File: config.mk
export PLATFORM = sky130hd
export DESIGN_NAME = chirp_symbol_scheduler
export DESIGN_NICKNAME = d
export VERILOG_FILES = /design/src/rtl/chirp_pkg.sv /design/src/rtl/chirp_sym_fifo.sv /design/src/rtl/chirp_symbol_scheduler.sv
export SDC_FILE = /design/constraint.sdc
export NUM_CORES = 1
export LEC_CHECK = 0
export ABC_AREA = 1
export CAP_MARGIN = 20
export CORE_ASPECT_RATIO = 0.6
export CORE_MARGIN = 4
export CORE_UTILIZATION = 35
export CTS_CLUSTER_DIAMETER = 60
export DETAILED_ROUTE_END_ITERATION = 8
export DONT_BUFFER_PORTS = 1
export HOLD_SLACK_MARGIN = 0.03
export SLEW_MARGIN = 20
export SYNTH_ARGS = -nofsm -noshare
export SYNTH_HDL_FRONTEND = slang
export SYNTH_SLANG_ARGS = --single-unit
export TNS_END_PERCENT = 5
File: constraint.sdc
create_clock -name i_clk -period 3 [get_ports i_clk]
set_input_delay 0.9 -clock i_clk [delete_from_list [all_inputs] [get_ports i_clk]]
set_output_delay 0.9 -clock i_clk [all_outputs]
set_load 0.005 [all_outputs]
File: src/rtl/chirp_pkg.sv
// Shared definitions for the chirp symbol scheduler: datapath widths and
// the scheduler FSM state encoding.
package chirp_pkg;

    localparam int SYM_W   = 8;
    localparam int SLOPE_W = 32;

    typedef logic [1:0] sched_state_t;

    localparam logic [1:0] ST_IDLE  = 2'd0;
    localparam logic [1:0] ST_ISSUE = 2'd1;
    localparam logic [1:0] ST_WAIT  = 2'd2;
    localparam logic [1:0] ST_HOLD  = 2'd3;

endpackage

File: src/rtl/chirp_sym_fifo.sv
// Synchronous symbol FIFO, DEPTH x SYM_W, with full/empty flags.
// Ports:
//   i_clk, i_rst_n   clock, async active-low reset (empties the FIFO)
//   i_push, i_data   write a symbol (ignored while full)
//   i_pop            drop the head entry (ignored while empty)
//   o_head           current head entry
//   o_full, o_empty  occupancy flags decoded from the count register
module chirp_sym_fifo
    import chirp_pkg::*;
#(
    parameter int DEPTH = 4
) (
    input  logic             i_clk,
    input  logic             i_rst_n,
    input  logic             i_push,
    input  logic [SYM_W-1:0] i_data,
    input  logic             i_pop,
    output logic [SYM_W-1:0] o_head,
    output logic             o_full,
    output logic             o_empty
);

    localparam int PTR_W = $clog2(DEPTH);
    localparam int CNT_W = PTR_W + 1;

    logic [SYM_W-1:0] mem_q [DEPTH];
    logic [PTR_W-1:0] wr_ptr_q;
    logic [PTR_W-1:0] rd_ptr_q;
    logic [CNT_W-1:0] count_q;
    logic             do_push;
    logic             do_pop;

    assign o_full  = (count_q == CNT_W'(DEPTH));
    assign o_empty = (count_q == '0);
    assign do_push = i_push & ~o_full;
    assign do_pop  = i_pop & ~o_empty;
    assign o_head  = mem_q[rd_ptr_q];

    // Pointers wrap naturally because DEPTH is a power of two.
    always_ff @(posedge i_clk or negedge i_rst_n) begin
        if (!i_rst_n) begin
            wr_ptr_q <= '0;
            rd_ptr_q <= '0;
            count_q  <= '0;
        end else begin
            if (do_push) wr_ptr_q <= wr_ptr_q + PTR_W'(1);
            if (do_pop)  rd_ptr_q <= rd_ptr_q + PTR_W'(1);
            if (do_push && !do_pop)      count_q <= count_q + CNT_W'(1);
            else if (do_pop && !do_push) count_q <= count_q - CNT_W'(1);
        end
    end

    // Storage needs no reset: an entry is only read after it was written.
    always_ff @(posedge i_clk) begin
        if (do_push) mem_q[wr_ptr_q] <= i_data;
    end

endmodule

File: src/rtl/chirp_symbol_scheduler.sv
// Chirp symbol scheduler: buffers 8-bit symbols, issues one active-low start
// pulse per symbol to the serial slope-multiply datapath together with the
// slope sampled from a shadow register, waits for the active-low done pulse
// and presents the product as a 32-bit frequency offset on valid/ready.
//
//   state | meaning
//   IDLE  | nothing in flight, waiting for a buffered symbol
//   ISSUE | start pulse low, symbol and slope presented to datapath
//   WAIT  | datapath busy, timeout counter running
//   HOLD  | offset valid, waiting for downstream ready
//
// Ports:
//   i_clk, i_rst_n                    clock, async active-low reset
//   i_sym_valid, i_sym, o_sym_ready   symbol input handshake
//   i_slope_we, i_slope_cfg           slope shadow register write
//   o_acc_start_n, o_acc_symbol,
//   o_acc_slope                       datapath command
//   i_acc_done_n, i_acc_value         datapath completion
//   o_off_valid, o_offset, i_off_ready offset output handshake
//   o_busy                            FSM active or FIFO not empty
//   o_err_timeout, i_err_clr          sticky WAIT timeout flag and its clear
module chirp_symbol_scheduler
    import chirp_pkg::*;
#(
    parameter int DEPTH       = 4,
    parameter int TIMEOUT_CYC = 300
) (
    input  logic               i_clk,
    input  logic               i_rst_n,
    input  logic               i_sym_valid,
    input  logic [SYM_W-1:0]   i_sym,
    output logic               o_sym_ready,
    input  logic               i_slope_we,
    input  logic [SLOPE_W-1:0] i_slope_cfg,
    output logic               o_acc_start_n,
    output logic [SYM_W-1:0]   o_acc_symbol,
    output logic [SLOPE_W-1:0] o_acc_slope,
    input  logic               i_acc_done_n,
    input  logic [SLOPE_W-1:0] i_acc_value,
    output logic               o_off_valid,
    output logic [SLOPE_W-1:0] o_offset,
    input  logic               i_off_ready,
    output logic               o_busy,
    output logic               o_err_timeout,
    input  logic               i_err_clr
);

    localparam int              CNT_W    = $clog2(TIMEOUT_CYC);
    localparam logic [CNT_W-1:0] CNT_LAST = CNT_W'(TIMEOUT_CYC - 1);

    sched_state_t       state_q,    state_d;
    logic [SLOPE_W-1:0] shadow_q;
    logic               start_n_q,  start_n_d;
    logic [SYM_W-1:0]   sym_q,      sym_d;
    logic [SLOPE_W-1:0] slope_q,    slope_d;
    logic               valid_q,    valid_d;
    logic [SLOPE_W-1:0] offset_q,   offset_d;
    logic               err_q,      err_d;
    logic [CNT_W-1:0]   cnt_q,      cnt_d;

    logic               fifo_push;
    logic               fifo_pop;
    logic [SYM_W-1:0]   fifo_head;
    logic               fifo_full;
    logic               fifo_empty;
    logic               issue_next;
    logic               timeout_hit;

    assign fifo_push = i_sym_valid & ~fifo_full;

    chirp_sym_fifo #(
        .DEPTH (DEPTH)
    ) u_fifo (
        .i_clk   (i_clk),
        .i_rst_n (i_rst_n),
        .i_push  (fifo_push),
        .i_data  (i_sym),
        .i_pop   (fifo_pop),
        .o_head  (fifo_head),
        .o_full  (fifo_full),
        .o_empty (fifo_empty)
    );

    // The ISSUE-cycle outputs (start low, symbol, slope) are loaded on the
    // edge that enters ISSUE so that they appear registered during ISSUE.
    always_comb begin
        state_d     = state_q;
        start_n_d   = 1'b1;
        sym_d       = sym_q;
        slope_d     = slope_q;
        valid_d     = valid_q;
        offset_d    = offset_q;
        cnt_d       = cnt_q;
        fifo_pop    = 1'b0;
        issue_next  = 1'b0;
        timeout_hit = 1'b0;

        case (state_q)
            ST_IDLE: begin
                if (!fifo_empty) issue_next = 1'b1;
            end
            ST_ISSUE: begin
                cnt_d   = '0;
                state_d = ST_WAIT;
            end
            ST_WAIT: begin
                // Done wins over a timeout landing in the same cycle.
                if (!i_acc_done_n) begin
                    offset_d = i_acc_value;
                    valid_d  = 1'b1;
                    state_d  = ST_HOLD;
                end else if (cnt_q == CNT_LAST) begin
                    timeout_hit = 1'b1;
                    state_d     = ST_IDLE;
                end else if (cnt_q != '1) begin
                    cnt_d = cnt_q + CNT_W'(1);
                end
            end
            ST_HOLD: begin
                if (i_off_ready) begin
                    valid_d = 1'b0;
                    if (!fifo_empty) issue_next = 1'b1;
                    else             state_d    = ST_IDLE;
                end
            end
            default: begin
                state_d = ST_IDLE;
            end
        endcase

        if (issue_next) begin
            state_d   = ST_ISSUE;
            fifo_pop  = 1'b1;
            sym_d     = fifo_head;
            slope_d   = shadow_q;
            start_n_d = 1'b0;
        end

        err_d = timeout_hit | (err_q & ~i_err_clr);
    end

    always_ff @(posedge i_clk or negedge i_rst_n) begin
        if (!i_rst_n) begin
            state_q   <= ST_IDLE;
            shadow_q  <= '0;
            start_n_q <= 1'b1;
            sym_q     <= '0;
            slope_q   <= '0;
            valid_q   <= 1'b0;
            offset_q  <= '0;
            err_q     <= 1'b0;
            cnt_q     <= '0;
        end else begin
            state_q   <= state_d;
            start_n_q <= start_n_d;
            sym_q     <= sym_d;
            slope_q   <= slope_d;
            valid_q   <= valid_d;
            offset_q  <= offset_d;
            err_q     <= err_d;
            cnt_q     <= cnt_d;
            if (i_slope_we) shadow_q <= i_slope_cfg;
        end
    end

    assign o_sym_ready   = ~fifo_full;
    assign o_acc_start_n = start_n_q;
    assign o_acc_symbol  = sym_q;
    assign o_acc_slope   = slope_q;
    assign o_off_valid   = valid_q;
    assign o_offset      = offset_q;
    assign o_err_timeout = err_q;
    assign o_busy        = (state_q != ST_IDLE) | ~fifo_empty;

endmodule

==> impl_metrics.csv <==
group,metric,value,unit
synth,synth_area,0.00640,mm^2
synth,synth-seq-area-share,0.639,
sta,finalMaxSlewViolations,0,
clocking,root_buffer,"clkbuf_16",
global_route,grt_first_pass_wirelength,23.0,mm
layout,n_fill_cell,1715,
setup_path,ff2ff_setup_slack,0.78,ns
worst_hold_path,min_path_type,"input pin to async pin",
route,post_drt_via_cell_ratio,4.62,
clocking,post_cts_resized,0,
synth,yosysMostFrequentCell,"nand2_1",
setup_path,crit_path_end,"u_fifo.count_q[1]$_DFFE_PN0P_",
route,drtPass1Iterations,6,
clocking,cts_tree,"built",
setup_path,reg2reg_to,"u_fifo.count_q[1]$_DFFE_PN0P_",
power_and_ir_drop,leakagePower,3.40,nW
floorplanning,initial_core_util,0.365,
synth,synth_edf_count,32,
setup_path,crit_type,"flop to flop",
clocking,cts_hold_buf,0,
clocking,cts_made_buffers,17,
sta,finalHoldViolations,0,
synth,synthCells,669,
setup_path,path_cells,"inv_1 > ha_1 > inv_1 > nand3_4 > ha_1 > inv_1 > fa_1 > mux2_2",
sta,period_needed,2.22,ns
sta,setup_violations,0,
setup_path,r2r_cells,8,
floorplanning,placementRows,37,
global_route,first_global_vias,4197,
setup_path,arrival,2.52,ns
run_status,status,"complete, no violations",
synth,synth_common_cells,"nand2_1 (236), dfrtp_1 (124), o21ai_0 (92)",
setup_path,worstPathRequired,3.30,ns
sta,fin_skew,0.00991,ns
layout,final_cell_area,0.00719,mm^2
setup_path,cp-startpoint,"state_q[0]$_DFFE_PN0P_",
setup_path,cpMaxStageDelayCell,"dfrtp_1",
setup_path,cp-end-kind,"flop",
clocking,htree_levels,4,
route,totalWireLength,14.0,mm
sta,fmax,0.450,GHz
clocking,clk_latency,0.42,ns
clocking,cts_setup_buffers,0,
sta,holdWs,0.180,ns
synth,synth.avg_cell_area,9.57,um^2
placed_design,gp_congestion,0.779,
layout,nets,758,
setup_path,critical_path.top_delay_family,"adder cells",
route,via_count,4226,
route,routedWlPerCell,15.4,um
setup_path,start_kind,"flop",
floorplanning,core_area,0.0175,mm^2
setup_path,path_buf_inv,3,
layout,diodes,0,
floorplanning,die_y,113,um
synth,synthFlopType,"dfrtp_1",
layout,drive_gt1_frac,0.0706,
synth,synth.top_cell.area_share,0.485,
sta,worst_slew_pin_slew,0.618,ns
synth,synthTopCellsByArea,"dfrtp_1 (48%), edfxtp_1 (15%), nand2_1 (14%)",
route,ant_nets,0,
job,maxCapViolations,0,
clocking,cts.sinks,157,
synth,syn_nets,760,
power_and_ir_drop,power_density,1030,mW/mm^2
setup_path,crit_fanout,13,
synth,synth_async_sr_flop_share,0.796,
sta,rsz0062_at_grt,"no",
global_route,grt_max_degree,126,
global_route,grt_overflow,0,
global_route,antenna_found_initial,0,
sta,slew_headroom,0.588,
placed_design,io_buffers,0,
route,drt_iter0_markers,220,
setup_path,crit_cells,8,
sta,setup_tns,0,ns
floorplanning,dieArea,0.0206,mm^2
floorplanning,pin_count,156,
sta,post-route-period-util,0.742,
setup_path,reg2reg_from,"state_q[0]$_DFFE_PN0P_",
layout,area_growth,12.3,%
global_route,grt.total_usage,0.142,
floorplanning,die_x,183,um
synth,yosysUniqueCellTypes,30,
synth,yosys_warnings,0,
power_and_ir_drop,irDropWorstVdd,0.389,mV
route,drcViolationCount,0,
setup_path,crit_path_max_incr_delay,0.41,ns
synth,synth_top_area_cell,"dfrtp_1",
setup_path,critPathMostFrequentCell,"inv_1",
clocking,clk_pin_slew,0.06,ns
clocking,clockBufferDepth,2,
placed_design,hpwl,9.75,mm
synth,synth_seq_cells,157,
placed_design,dpl-instance-area,0.00660,mm^2
==> cells in the final DEF, fill, tap and decap left out <==
master	count
nand3_1	16
clkinvlp_4	1
nand2_1	236
inv_4	1
clkinv_4	4
nand3_4	1
dfrtp_1	124
edfxtp_1	32
bufinv_16	2
fa_1	1
inv_6	2
nor4_1	1
mux2_2	1
ha_1	11
a21oi_1	2
o21bai_1	1
nand4_1	2
xnor2_1	2
o21ai_0	92
inv_2	2
clkinv_2	2
inv_8	2
nor2_2	2
o22ai_1	1
clkbuf_1	1
nor2_1	41
inv_1	60
dfstp_2	1
nand2_2	2
buf_4	6
nor3b_1	1
clkbuf_16	17
nor2_4	1
xor2_1	5
nand3_2	1
o21ai_1	3
==> cell families after synthesis <==
logic type / count (synthesis) / synth area share
compound gates: 99 / 0.0780
xor+xnor: 7 / 0.00958
fa+ha+maj: 12 / 0.0246
buf+inv: 89 / 0.0582
flops: 157 / 0.639
mux: 1 / 0.00176
simple gates: 304 / 0.189
==> per-stage QoR <==
step | util | cells | total power [mW] | setup WS (ns)
CTS | 0.410 | 914 | 7.52 | 0.772
global placement | 0.376 | 882 | 5.26 | 0.652
finish | 0.410 | 914 | 7.41 | 0.775
detailed placement | 0.376 | 882 | 5.33 | 0.620
global route | 0.410 | 914 | 8.02 | 0.656
floorplan | - | 669 | 4.81 | 0.619
==> state kept, by name, summed over array words and instances (netlist names), 2 cells and up <==
register         cells
o_acc_slope         32
o_offset            32
shadow_q            32
u_fifo.mem_q        32
cnt_q                9
o_acc_symbol         8
u_fifo.count_q       3
state_q              2
u_fifo.rd_ptr_q      2
u_fifo.wr_ptr_q      2
==> power by group <==
group	switching, mW	total [mW]	internal, mW
combinational	1.18	1.78	0.605
sequential	0.590	3.47	2.88
clock	0.908	2.15	1.24
==> metal layers <==
| layer | share of wire | global-route usage | wire length, um |
|---|---|---|---|
| met5 | 0 | 0 | 0 |
| met4 | 0.016 | 0.0520 | 218 |
| met3 | 0.11 | 0.0707 | 1550 |
| met2 | 0.41 | 0.196 | 5770 |
| met1 | 0.46 | 0.194 | 6500 |
==> area by class of cell <==
type	count	area, um^2	share of cell area
timing repair buffer	6	45.0	0.00627
multi-input combinational	423	1940	0.270
tap	234	293	0.0407
sequential	157	4090	0.569
clock buffer	18	429	0.0597
clock inverter	14	159	0.0221
inverter	62	233	0.0324
==> worst min-delay path by stage <==
stage | start | to | slack [ns] | depth (start not counted)
6_report | i_rst_n | cnt_q[6]$_DFFE_PN0P_ | 0.18 | 0
5_1_grt | i_rst_n | cnt_q[6]$_DFFE_PN0P_ | 0.15 | 0
4_1_cts | i_rst_n | o_offset[5]$_DFFE_PN0P_ | 0.15 | 0
3_5_place_dp | o_offset[27]$_DFFE_PN0P_ | o_offset[27]$_DFFE_PN0P_ | 0.49 | 2
3_3_place_gp | o_offset[2]$_DFFE_PN0P_ | o_offset[2]$_DFFE_PN0P_ | 0.49 | 2
2_1_floorplan | o_offset[0]$_DFFE_PN0P_ | o_offset[0]$_DFFE_PN0P_ | 0.47 | 2
==> worst reg2reg max path: cells and delay by family (launching register included) <==
kind	cells	cell delay, ns
DFF	1	0.41
and+or+nand+nor	1	0.19
muxes	1	0.26
buffers and inverters	3	0.29
adders and majority gates	3	0.96
No activity file was read; power rests on OpenSTA's default activity.
